`config.mk`:
```
export PLATFORM = sky130hd
export DESIGN_NAME = updown_sweep_ctrl
export DESIGN_NICKNAME = d
export VERILOG_FILES = /design/src/rtl/updown_sweep_pkg.sv /design/src/rtl/updown_cnt_core.sv /design/src/rtl/updown_sweep_ctrl.sv
export SDC_FILE = /design/constraint.sdc
export NUM_CORES = 1
export LEC_CHECK = 0
export ABC_AREA = 1
export BUFFER_PORTS_ARGS = -buffer_cell sky130_fd_sc_hd__buf_2
export CORE_ASPECT_RATIO = 1.2
export CORE_UTILIZATION = 52
export CTS_CLUSTER_DIAMETER = 200
export DETAILED_ROUTE_END_ITERATION = 6
export HOLD_SLACK_MARGIN = 0.06
export PLACE_DENSITY_LB_ADDON = 0.05
export SLEW_MARGIN = 20
export SYNTH_ARGS = -nofsm -noshare
export SYNTH_HDL_FRONTEND = slang
export SYNTH_SLANG_ARGS = --single-unit
```
`constraint.sdc`:
```
create_clock -name clk -period 1.7 [get_ports clk]
set_input_delay 0.17 -clock clk [delete_from_list [all_inputs] [get_ports clk]]
set_output_delay 0.17 -clock clk [all_outputs]
set_load 0.02 [all_outputs]
```
`src/rtl/updown_sweep_pkg.sv`:
```
// updown_sweep_pkg: shared FSM state encoding and default dwell length for the sweep controller
package updown_sweep_pkg;
    typedef enum logic [2:0] {IDLE, UP, HOLD_HI, DOWN, HOLD_LO} state_t;
    localparam int HOLD_CYCLES_DEF = 2;
endpackage

```
`src/rtl/updown_cnt_core.sv`:
```
// updown_cnt_core: loadable up/down counter datapath
// Ports: clk, reset (async active-low) | load/load_val: synchronous load |
//        en: step enable | up_down: 1 = +1, 0 = -1 | count: current value
module updown_cnt_core #(
    parameter int WIDTH = 4
) (
    input  logic             clk,
    input  logic             reset,
    input  logic             load,
    input  logic [WIDTH-1:0] load_val,
    input  logic             en,
    input  logic             up_down,
    output logic [WIDTH-1:0] count
);
    logic [WIDTH-1:0] count_q, count_d;

    always_comb
        count_d = load ? load_val
                : en   ? (up_down ? count_q + WIDTH'(1) : count_q - WIDTH'(1))
                : count_q;

    always_ff @(posedge clk or negedge reset)
        if (!reset) count_q <= '0;
        else        count_q <= count_d;

    assign count = count_q;
endmodule

```
`src/rtl/updown_sweep_ctrl.sv`:
```
// updown_sweep_ctrl: triangle sweep controller between latched lo/hi limits with dwell at each limit
// Ports: clk, reset (async active-low) | start/stop: one-cycle requests |
//        lo/hi/sweeps: run config sampled at accepted start (sweeps 0 = endless) |
//        count/dir: counter value and direction | busy: not IDLE | done/err: one-cycle pulses
module updown_sweep_ctrl
    import updown_sweep_pkg::*;
#(
    parameter int WIDTH       = 4,
    parameter int HOLD_CYCLES = HOLD_CYCLES_DEF
) (
    input  logic             clk,
    input  logic             reset,
    input  logic             start,
    input  logic             stop,
    input  logic [WIDTH-1:0] lo,
    input  logic [WIDTH-1:0] hi,
    input  logic [3:0]       sweeps,
    output logic [WIDTH-1:0] count,
    output logic             dir,
    output logic             busy,
    output logic             done,
    output logic             err
);
    localparam bit         HAS_HOLD  = HOLD_CYCLES != 0;
    localparam logic [3:0] HOLD_LAST = 4'(HOLD_CYCLES - 1);

    state_t           state_q, state_d;
    logic [WIDTH-1:0] lo_q, lo_d, hi_q, hi_d;
    logic [3:0]       sweep_q, sweep_d, hold_q, hold_d;
    logic             dir_q, dir_d, done_q, done_d, err_q, err_d;
    logic             load, en, up;

    updown_cnt_core #(.WIDTH(WIDTH)) u_core (
        .clk      (clk),
        .reset    (reset),
        .load     (load),
        .load_val (lo),
        .en       (en),
        .up_down  (up),
        .count    (count)
    );

    always_comb begin
        state_d = state_q;
        lo_d    = lo_q;
        hi_d    = hi_q;
        sweep_d = sweep_q;
        hold_d  = hold_q;
        dir_d   = dir_q;
        done_d  = 1'b0;
        err_d   = 1'b0;
        load    = 1'b0;
        en      = 1'b0;
        up      = 1'b1;
        // stop outranks everything; count and dir simply freeze
        if (stop && state_q != IDLE) begin
            state_d = IDLE;
        end else begin
            case (state_q)
                IDLE: if (start && !stop) begin
                    if (lo < hi) begin
                        lo_d    = lo;
                        hi_d    = hi;
                        sweep_d = sweeps;
                        load    = 1'b1;
                        dir_d   = 1'b1;
                        state_d = UP;
                    end else begin
                        err_d = 1'b1;
                    end
                end
                UP: begin
                    en = 1'b1;
                    // decide on the edge where count becomes hi
                    if (count == hi_q - WIDTH'(1)) begin
                        hold_d  = '0;
                        state_d = HAS_HOLD ? HOLD_HI : DOWN;
                        dir_d   = HAS_HOLD;
                    end
                end
                HOLD_HI: begin
                    if (hold_q == HOLD_LAST) begin
                        state_d = DOWN;
                        dir_d   = 1'b0;
                    end else begin
                        hold_d = hold_q + 4'd1;
                    end
                end
                DOWN: begin
                    en = 1'b1;
                    up = 1'b0;
                    if (count == lo_q + WIDTH'(1)) begin
                        hold_d = '0;
                        // sweep_q == 0 means endless, so it never counts down
                        if (sweep_q == 4'd1) begin
                            state_d = IDLE;
                            done_d  = 1'b1;
                        end else begin
                            if (sweep_q != 4'd0) sweep_d = sweep_q - 4'd1;
                            state_d = HAS_HOLD ? HOLD_LO : UP;
                            dir_d   = !HAS_HOLD;
                        end
                    end
                end
                HOLD_LO: begin
                    if (hold_q == HOLD_LAST) begin
                        state_d = UP;
                        dir_d   = 1'b1;
                    end else begin
                        hold_d = hold_q + 4'd1;
                    end
                end
                default: state_d = IDLE;
            endcase
        end
    end

    always_ff @(posedge clk or negedge reset) begin
        if (!reset) begin
            state_q <= IDLE;
            lo_q    <= '0;
            hi_q    <= '0;
            sweep_q <= '0;
            hold_q  <= '0;
            dir_q   <= 1'b1;
            done_q  <= 1'b0;
            err_q   <= 1'b0;
        end else begin
            state_q <= state_d;
            lo_q    <= lo_d;
            hi_q    <= hi_d;
            sweep_q <= sweep_d;
            hold_q  <= hold_d;
            dir_q   <= dir_d;
            done_q  <= done_d;
            err_q   <= err_d;
        end
    end

    assign dir  = dir_q;
    assign busy = state_q != IDLE;
    assign done = done_q;
    assign err  = err_q;
endmodule

```
; ---- After elaboration in Yosys (flattened, before gate mapping)
; Cells that the tools add are included.
[word_totals]
out_inout_bits = 8
regBits = 26
in_bits = 16
[classes]
addsub = 6
n_bitwise = 1
mux = 46
magnitude_cmp = 1
n_reduce_logical = 17
eq_ne = 23
[op_table]
columns = operator, n
row1 = 4-bit 2-to-1 mux, 11
row2 = 3-bit 2-to-1 mux, 8
row3 = 1-bit 2-to-1 mux, 23
row4 = "2-bit != test, second input constant", 9
row5 = "3-bit != test, second input constant", 6
row6 = 3-bit one-hot mux with 5 select lines, 1
row7 = "4-bit by 1-bit adder with 4-bit output, second input constant", 3
row8 = 4-bit one-hot mux with 3 select lines, 1
row9 = "4-bit by 1-bit subtractor with 4-bit output, second input constant", 3
row10 = 9-bit AND reduction, 1
row11 = "4-bit by 1-bit equality test with 1-bit output, second input constant", 2
row12 = 4-bit equality test, 2
row13 = 4-bit one-hot mux with 2 select lines, 1
row14 = 7-bit AND reduction, 1
row15 = "3-bit by 2-bit equality test with 1-bit output, second input constant", 2
row16 = 6-bit AND reduction, 1
row17 = 3-bit nonzero test, 2
row18 = 1-bit one-hot mux with 5 select lines, 1
row19 = 5-bit AND reduction, 1
row20 = 5-bit nonzero test, 1
row21 = 4-bit less-than comparator, 1
row22 = 4-bit AND reduction, 1
row23 = 2-bit nonzero test, 2
row24 = 4-bit nonzero test, 1
row25 = 7 further kinds, 9

; ---- Logic depth before layout (Yosys ltp)
[logic_depth]
word_depth = 6
depth_mapped = 13
mapped_depth_nobuf = 13

; ---- Modules after synthesis
; Synthesis repeated with hierarchy kept, for this count alone.
[unflattened]
hier_cells = 274
area_unflattened_um2 = 1950.6
[by_module_without_submodules]
columns = module, n_inst, area_each_um2, cells_each, seq_area_each_um2
row1 = updown_sweep_ctrl, 1, 1669.1, 237, 551.8
row2 = updown_cnt_core, 1, 281.5, 37, 100.1

; ---- Least setup slack after synthesis
; Ideal clock, no wire load.
[synth_path]
kind = register to register
startpoint = register state_q[1]
endpoint = register u_core.count_q[3] (netlist: u_core.count[3])
path_slack_ps = -60
period_less_slack_ps = 1760
path_stages_with_launch = 13
arrival_ps = 1643
setup_ps = 117
path_cell_list = dfrtp_1 -> inv_2 -> nor2_4 -> nand2_4 -> nor2_4 -> ha_1 -> a21o_1 -> a21oi_1 -> o21ai_1 -> nand3_1 -> nand2_1 -> nand2_1 -> nand2_1
[synth_between]
elab_chain_cells = 6
word_cells_on_any_way = 16
classes_between = 2 x eq/ne / 9 x mux / 5 x reduce/logical
[synth_rtl]
columns = item, line
row1 = from (decl), updown_sweep_ctrl.sv:27  ; state_t state_q, state_d;
row2 = from (signal assigned), updown_sweep_ctrl.sv:129  ; state_q <= state_d;
row3 = 3-bit by 2-bit equality test with 1-bit output / 3-bit nonzero test (equally long branches), "updown_sweep_ctrl.sv:59, updown_sweep_ctrl.sv:56"
row4 = 1-bit 2-to-1 mux / 1-bit logical AND (equally long branches), "updown_sweep_ctrl.sv:59, updown_sweep_ctrl.sv:56"
row5 = 1-bit 2-to-1 mux, updown_sweep_ctrl.sv:56  ; if (stop && state_q != IDLE) begin
row6 = 4-bit 2-to-1 mux (2 in series), updown_cnt_core.sv:19  ; : en ? (up_down ? count_q + WIDTH'(1) : count_q - WIDTH'(1))
row7 = 4-bit 2-to-1 mux, updown_cnt_core.sv:18  ; count_d = load ? load_val
row8 = to (signal assigned), updown_cnt_core.sv:24  ; else count_q <= count_d;
row9 = to (decl), updown_cnt_core.sv:15  ; logic [WIDTH-1:0] count_q, count_d;
; Several ways; a longest one is shown, not always the timed one. The select of a mux whose other input is x is not followed.
; A chain may end at the register's enable or synchronous reset.

; ---- Worst setup path after layout
[layout_path]
startpoint = register state_q[2]
endpoint = register u_core.count_q[3] (netlist: u_core.count[3])
; Same word-level chain as after synthesis.

==> impl_metrics.prom <==
# TYPE chip_impl_metric gauge
chip_impl_info{name="worst_setup_path_start_kind",value="flip-flop"} 1
chip_impl_metric{name="wirelength",unit="mm"} 4.54
chip_impl_metric{name="synthDistinctLibCells",unit=""} 33
chip_impl_metric{name="dieArea",unit="um^2"} 4060
chip_impl_metric{name="required",unit="ns"} 1.87
chip_impl_info{name="synth_top_cell_by_area",value="dfrtp_1"} 1
chip_impl_metric{name="power_share_of_the_sequential_group",unit=""} 0.273
chip_impl_metric{name="finalWeightedCongestion",unit=""} 0.896
chip_impl_metric{name="synth_nets",unit=""} 303
chip_impl_metric{name="r2r_slack",unit="ns"} -0.007
chip_impl_metric{name="antenna_found_initial",unit=""} 0
chip_impl_metric{name="min_period_over_period",unit=""} 1.00
chip_impl_metric{name="die_width",unit="um"} 58.4
chip_impl_metric{name="number_of_failing_setup_endpoints_in_the_final_timing_report",unit=""} 3
chip_impl_metric{name="swShare",unit=""} 0.488
chip_impl_metric{name="total_routing_resource_utilization_after_global_routing",unit=""} 0.234
chip_impl_info{name="crit-reg2reg-capture",value="u_core.count[3]$_DFFE_PN0P_"} 1
chip_impl_metric{name="critPathMaxFanout",unit=""} 3
chip_impl_metric{name="max_clock_freq",unit="GHz"} 0.586
chip_impl_metric{name="slew_violations",unit=""} 0
chip_impl_info{name="violated_checks",value="negative setup slack"} 1
chip_impl_metric{name="antennaDiodeCount",unit=""} 0
chip_impl_metric{name="p_int",unit="mW"} 2.18
chip_impl_metric{name="p_total",unit="mW"} 4.25
chip_impl_metric{name="portBuffers",unit=""} 23
chip_impl_info{name="clock_tree_from_tritoncts",value="done"} 1
chip_impl_info{name="root_buffer",value="clkbuf_8"} 1
chip_impl_metric{name="hold-worst-slack",unit="ns"} 0.123
chip_impl_metric{name="slew_of_the_pin_with_the_lowest_slew_margin",unit="ns"} 0.580
chip_impl_info{name="synth.most_common_cell",value="nand2_1"} 1
chip_impl_metric{name="cap_violations",unit=""} 0
chip_impl_info{name="grt_setup_unrepaired",value="yes"} 1
chip_impl_metric{name="initial_core_util",unit=""} 0.545
chip_impl_metric{name="worst_r2r_path_depth",unit=""} 11
chip_impl_info{name="synth-main-ff-cell",value="dfrtp_1"} 1
chip_impl_metric{name="die_height",unit="um"} 69.6
chip_impl_metric{name="final.setup_skew",unit="ns"} 0.00777
chip_impl_metric{name="area_used_by_sequential_logic_in_the_layout",unit="um^2"} 653
chip_impl_metric{name="slew-limit-headroom",unit=""} 0.613
chip_impl_metric{name="final_core_util",unit=""} 0.681
chip_impl_metric{name="final_instance_area",unit="um^2"} 2470
chip_impl_metric{name="dp_hpwl",unit="mm"} 3.48
chip_impl_metric{name="route.antenna.remaining_nets",unit=""} 0
chip_impl_metric{name="multi_input_area",unit="um^2"} 1250
chip_impl_metric{name="globalRoute.totalOverflow",unit=""} 0
chip_impl_metric{name="core-area",unit="um^2"} 3630
chip_impl_metric{name="syn_warnings",unit=""} 0
chip_impl_info{name="critPathKind",value="reg2reg"} 1
chip_impl_metric{name="synth_top_area_share",unit=""} 0.316
chip_impl_metric{name="timing.final.crit_period",unit="ns"} 1.71
chip_impl_metric{name="post-place-ws",unit="ns"} -0.0292
chip_impl_metric{name="vias_per_cell",unit=""} 4.88
chip_impl_metric{name="post_drt_wl_per_cell",unit="um"} 12.0
chip_impl_metric{name="finish.net_count",unit=""} 355
chip_impl_metric{name="h_tree_level_count",unit=""} 1
chip_impl_metric{name="area_delta_synth_final",unit="%"} 24.9
chip_impl_metric{name="drtPass1Iterations",unit=""} 4
chip_impl_metric{name="power-per-cell-area",unit="nW/um^2"} 1720
chip_impl_info{name="most_instantiated_cells_after_synthesis",value="nand2_1, inv_1, dfrtp_1, nand3_1, nor2_1"} 1
chip_impl_metric{name="pwr-share-comb",unit=""} 0.640
chip_impl_metric{name="grt_pass1_vias",unit=""} 1676
chip_impl_metric{name="final_cell_count_no_fill",unit=""} 378
chip_impl_metric{name="largest_net_degree_at_the_start_of_global_routing",unit=""} 27
chip_impl_metric{name="setup_total_negative_slack",unit="ns"} -0.0107
chip_impl_metric{name="cts_num_sinks",unit=""} 26
chip_impl_info{name="rr_startpoint",value="state_q[2]$_DFFE_PN0P_"} 1
chip_impl_metric{name="layout-drive-gt1-share",unit=""} 0.325
chip_impl_metric{name="peak_ir_drop_on_the_vdd_network",unit="mV"} 0.970
chip_impl_metric{name="routed-via-count",unit=""} 1845
chip_impl_metric{name="syn_inst",unit=""} 275
chip_impl_metric{name="placed_cell_area",unit="um^2"} 2280
chip_impl_metric{name="synth.ff_latch_count",unit=""} 26
chip_impl_metric{name="clk_transition_reported_paths",unit="ns"} 0.09
chip_impl_metric{name="final_critical_path_setup_slack",unit="ns"} -0.00738
chip_impl_metric{name="place_inst",unit=""} 365
chip_impl_info{name="outcome",value="complete, but fails checks"} 1
chip_impl_metric{name="worstHoldPathCells",unit=""} 3
chip_impl_metric{name="std_cell_rows",unit=""} 24
chip_impl_metric{name="drt_drc_violations_left",unit=""} 0
chip_impl_metric{name="synth_edf_count",unit=""} 0
chip_impl_metric{name="hold_viol",unit=""} 0
chip_impl_info{name="synthTopCellsByArea",value="dfrtp_1, nand2_1, ha_1, inv_1, nand3_1"} 1
chip_impl_metric{name="cts_buffers",unit=""} 3
chip_impl_metric{name="power.clock.fraction",unit=""} 0.087
chip_impl_info{name="hold_path.startpoint",value="lo[0]"} 1
chip_impl_metric{name="drt_first_iter_violations",unit=""} 89
chip_impl_metric{name="grt_first_pass_wirelength",unit="mm"} 7.29
chip_impl_metric{name="ios",unit=""} 24
chip_impl_info{name="setup.worst_path.end_class",value="flip-flop"} 1
chip_impl_metric{name="cp_data_arrival_time",unit="ns"} 1.88
chip_impl_info{name="hold_path_end",value="lo_q[0]$_DFFE_PN0P_"} 1
chip_impl_metric{name="fillers",unit=""} 341
chip_impl_metric{name="clockBufferDepth",unit=""} 2
chip_impl_info{name="holdCritPathClass",value="in2reg"} 1
chip_impl_metric{name="async_flop_share",unit=""} 1.00
chip_impl_metric{name="synthesis.area",unit="um^2"} 1980
chip_impl_metric{name="synth_seq_area_share",unit=""} 0.329
chip_impl_metric{name="switchingPower",unit="mW"} 2.07
chip_impl_metric{name="syn_area_per_cell",unit="um^2"} 7.21
chip_impl_metric{name="worst_skew_pair_latency",unit="ns"} 0.27
chip_impl_metric{name="p_leak",unit="nW"} 1.37
-- worst max path at each step --
stage	startpoint	end	slack (ns)	cells after the start
after floorplan	state_q[2]$_DFFE_PN0P_	u_core.count[1]$_DFFE_PN0P_	-0.01	10
after global placement	state_q[2]$_DFFE_PN0P_	u_core.count[3]$_DFFE_PN0P_	0.02	11
after detailed placement	state_q[2]$_DFFE_PN0P_	u_core.count[3]$_DFFE_PN0P_	-0.03	11
after CTS	state_q[2]$_DFFE_PN0P_	u_core.count[3]$_DFFE_PN0P_	0.01	11
after global routing	state_q[2]$_DFFE_PN0P_	u_core.count[3]$_DFFE_PN0P_	-0.12	12
final	state_q[2]$_DFFE_PN0P_	u_core.count[3]$_DFFE_PN0P_	-0.007	11
-- per-layer routing --
metal,vias to the layer above,share of wire,track usage
li1,963,-,-
met1,821,0.43,0.284
met2,48,0.51,0.419
met3,13,0.028,0.0224
met4,0,0.030,0.0873
met5,-,0,0
-- power groups by stage --
| stage | logic [mW] | clock network (mW) | registers, mW |
|---|---|---|---|
| after global routing | 3.09 | 0.403 | 1.19 |
| after floorplan | 1.72 | 0 | 1.19 |
| after global placement | 2.41 | 0 | 1.14 |
| after CTS | 2.46 | 0.377 | 1.13 |
| final | 2.72 | 0.368 | 1.16 |
| after detailed placement | 2.44 | 0 | 1.14 |
-- registers in the layout (all words and copies together) (netlist names) --
| signal | count |
|---|---|
| lo_q | 4 |
| u_core.count | 4 |
| hold_q | 4 |
| dir | 1 |
| sweep_q | 4 |
| done | 1 |
| err | 1 |
| state_q | 3 |
| hi_q | 4 |
-- layout by cell type, fill, tap and decap left out, types with 2 or more instances in the layout --
cell      count
nor2_2        8
buf_4        24
o21ai_0       9
nor2_4        3
nand4_1       3
nor3_1        3
xor2_1        2
nand2_1      92
xnor2_1       4
buf_2        23
nand3_1      17
o21ai_1       9
nand3_2       3
nor2_1       11
nand2_4       9
clkbuf_8      3
ha_4          4
dfrtp_1      24
a31oi_1       2
ha_1          7
nand2_2       8
inv_2        12
inv_1        29
-- cell type report --
cell class | instances | share of cell area
Clock buffer | 4 | 0.0182
Inverter | 42 | 0.0642
Multi-Input combinational cell | 206 | 0.504
Sequential cell | 26 | 0.264
Tap cell | 52 | 0.0263
Timing Repair Buffer | 48 | 0.123
-- worst max-delay path, cell delays in order (launching register included) --
cell     delay [ns]
dfrtp_1        0.44
nor2_4         0.13
nand2_4        0.06
nor2_4         0.15
ha_4           0.21
a21o_1         0.17
a21oi_2        0.15
o21ai_1        0.08
nand3_1        0.08
nand2_1        0.05
nand2_1        0.05
nand2_1        0.04
-- timing repair --
item | CTS | global route
hold buffers | 1 | 0
gates resized for setup | 1 | 13
setup endpoints to repair | 1 | 15
endpoints found under the hold margin | 25 | 0
pin swaps | 0 | 15
setup buffers | 1 | 7
-- cells by family after synthesis --
group,count (synthesis),share of synthesized area
adders and majority gates,12,0.0795
xor gates and xnor gates,6,0.0265
buffers and inverters,43,0.0827
muxes,1,0.00505
and+or+nand+nor,161,0.404
DFF,26,0.329
AOI/OAI and AO/OA,26,0.0732
(Power assumes the default switching activity.)
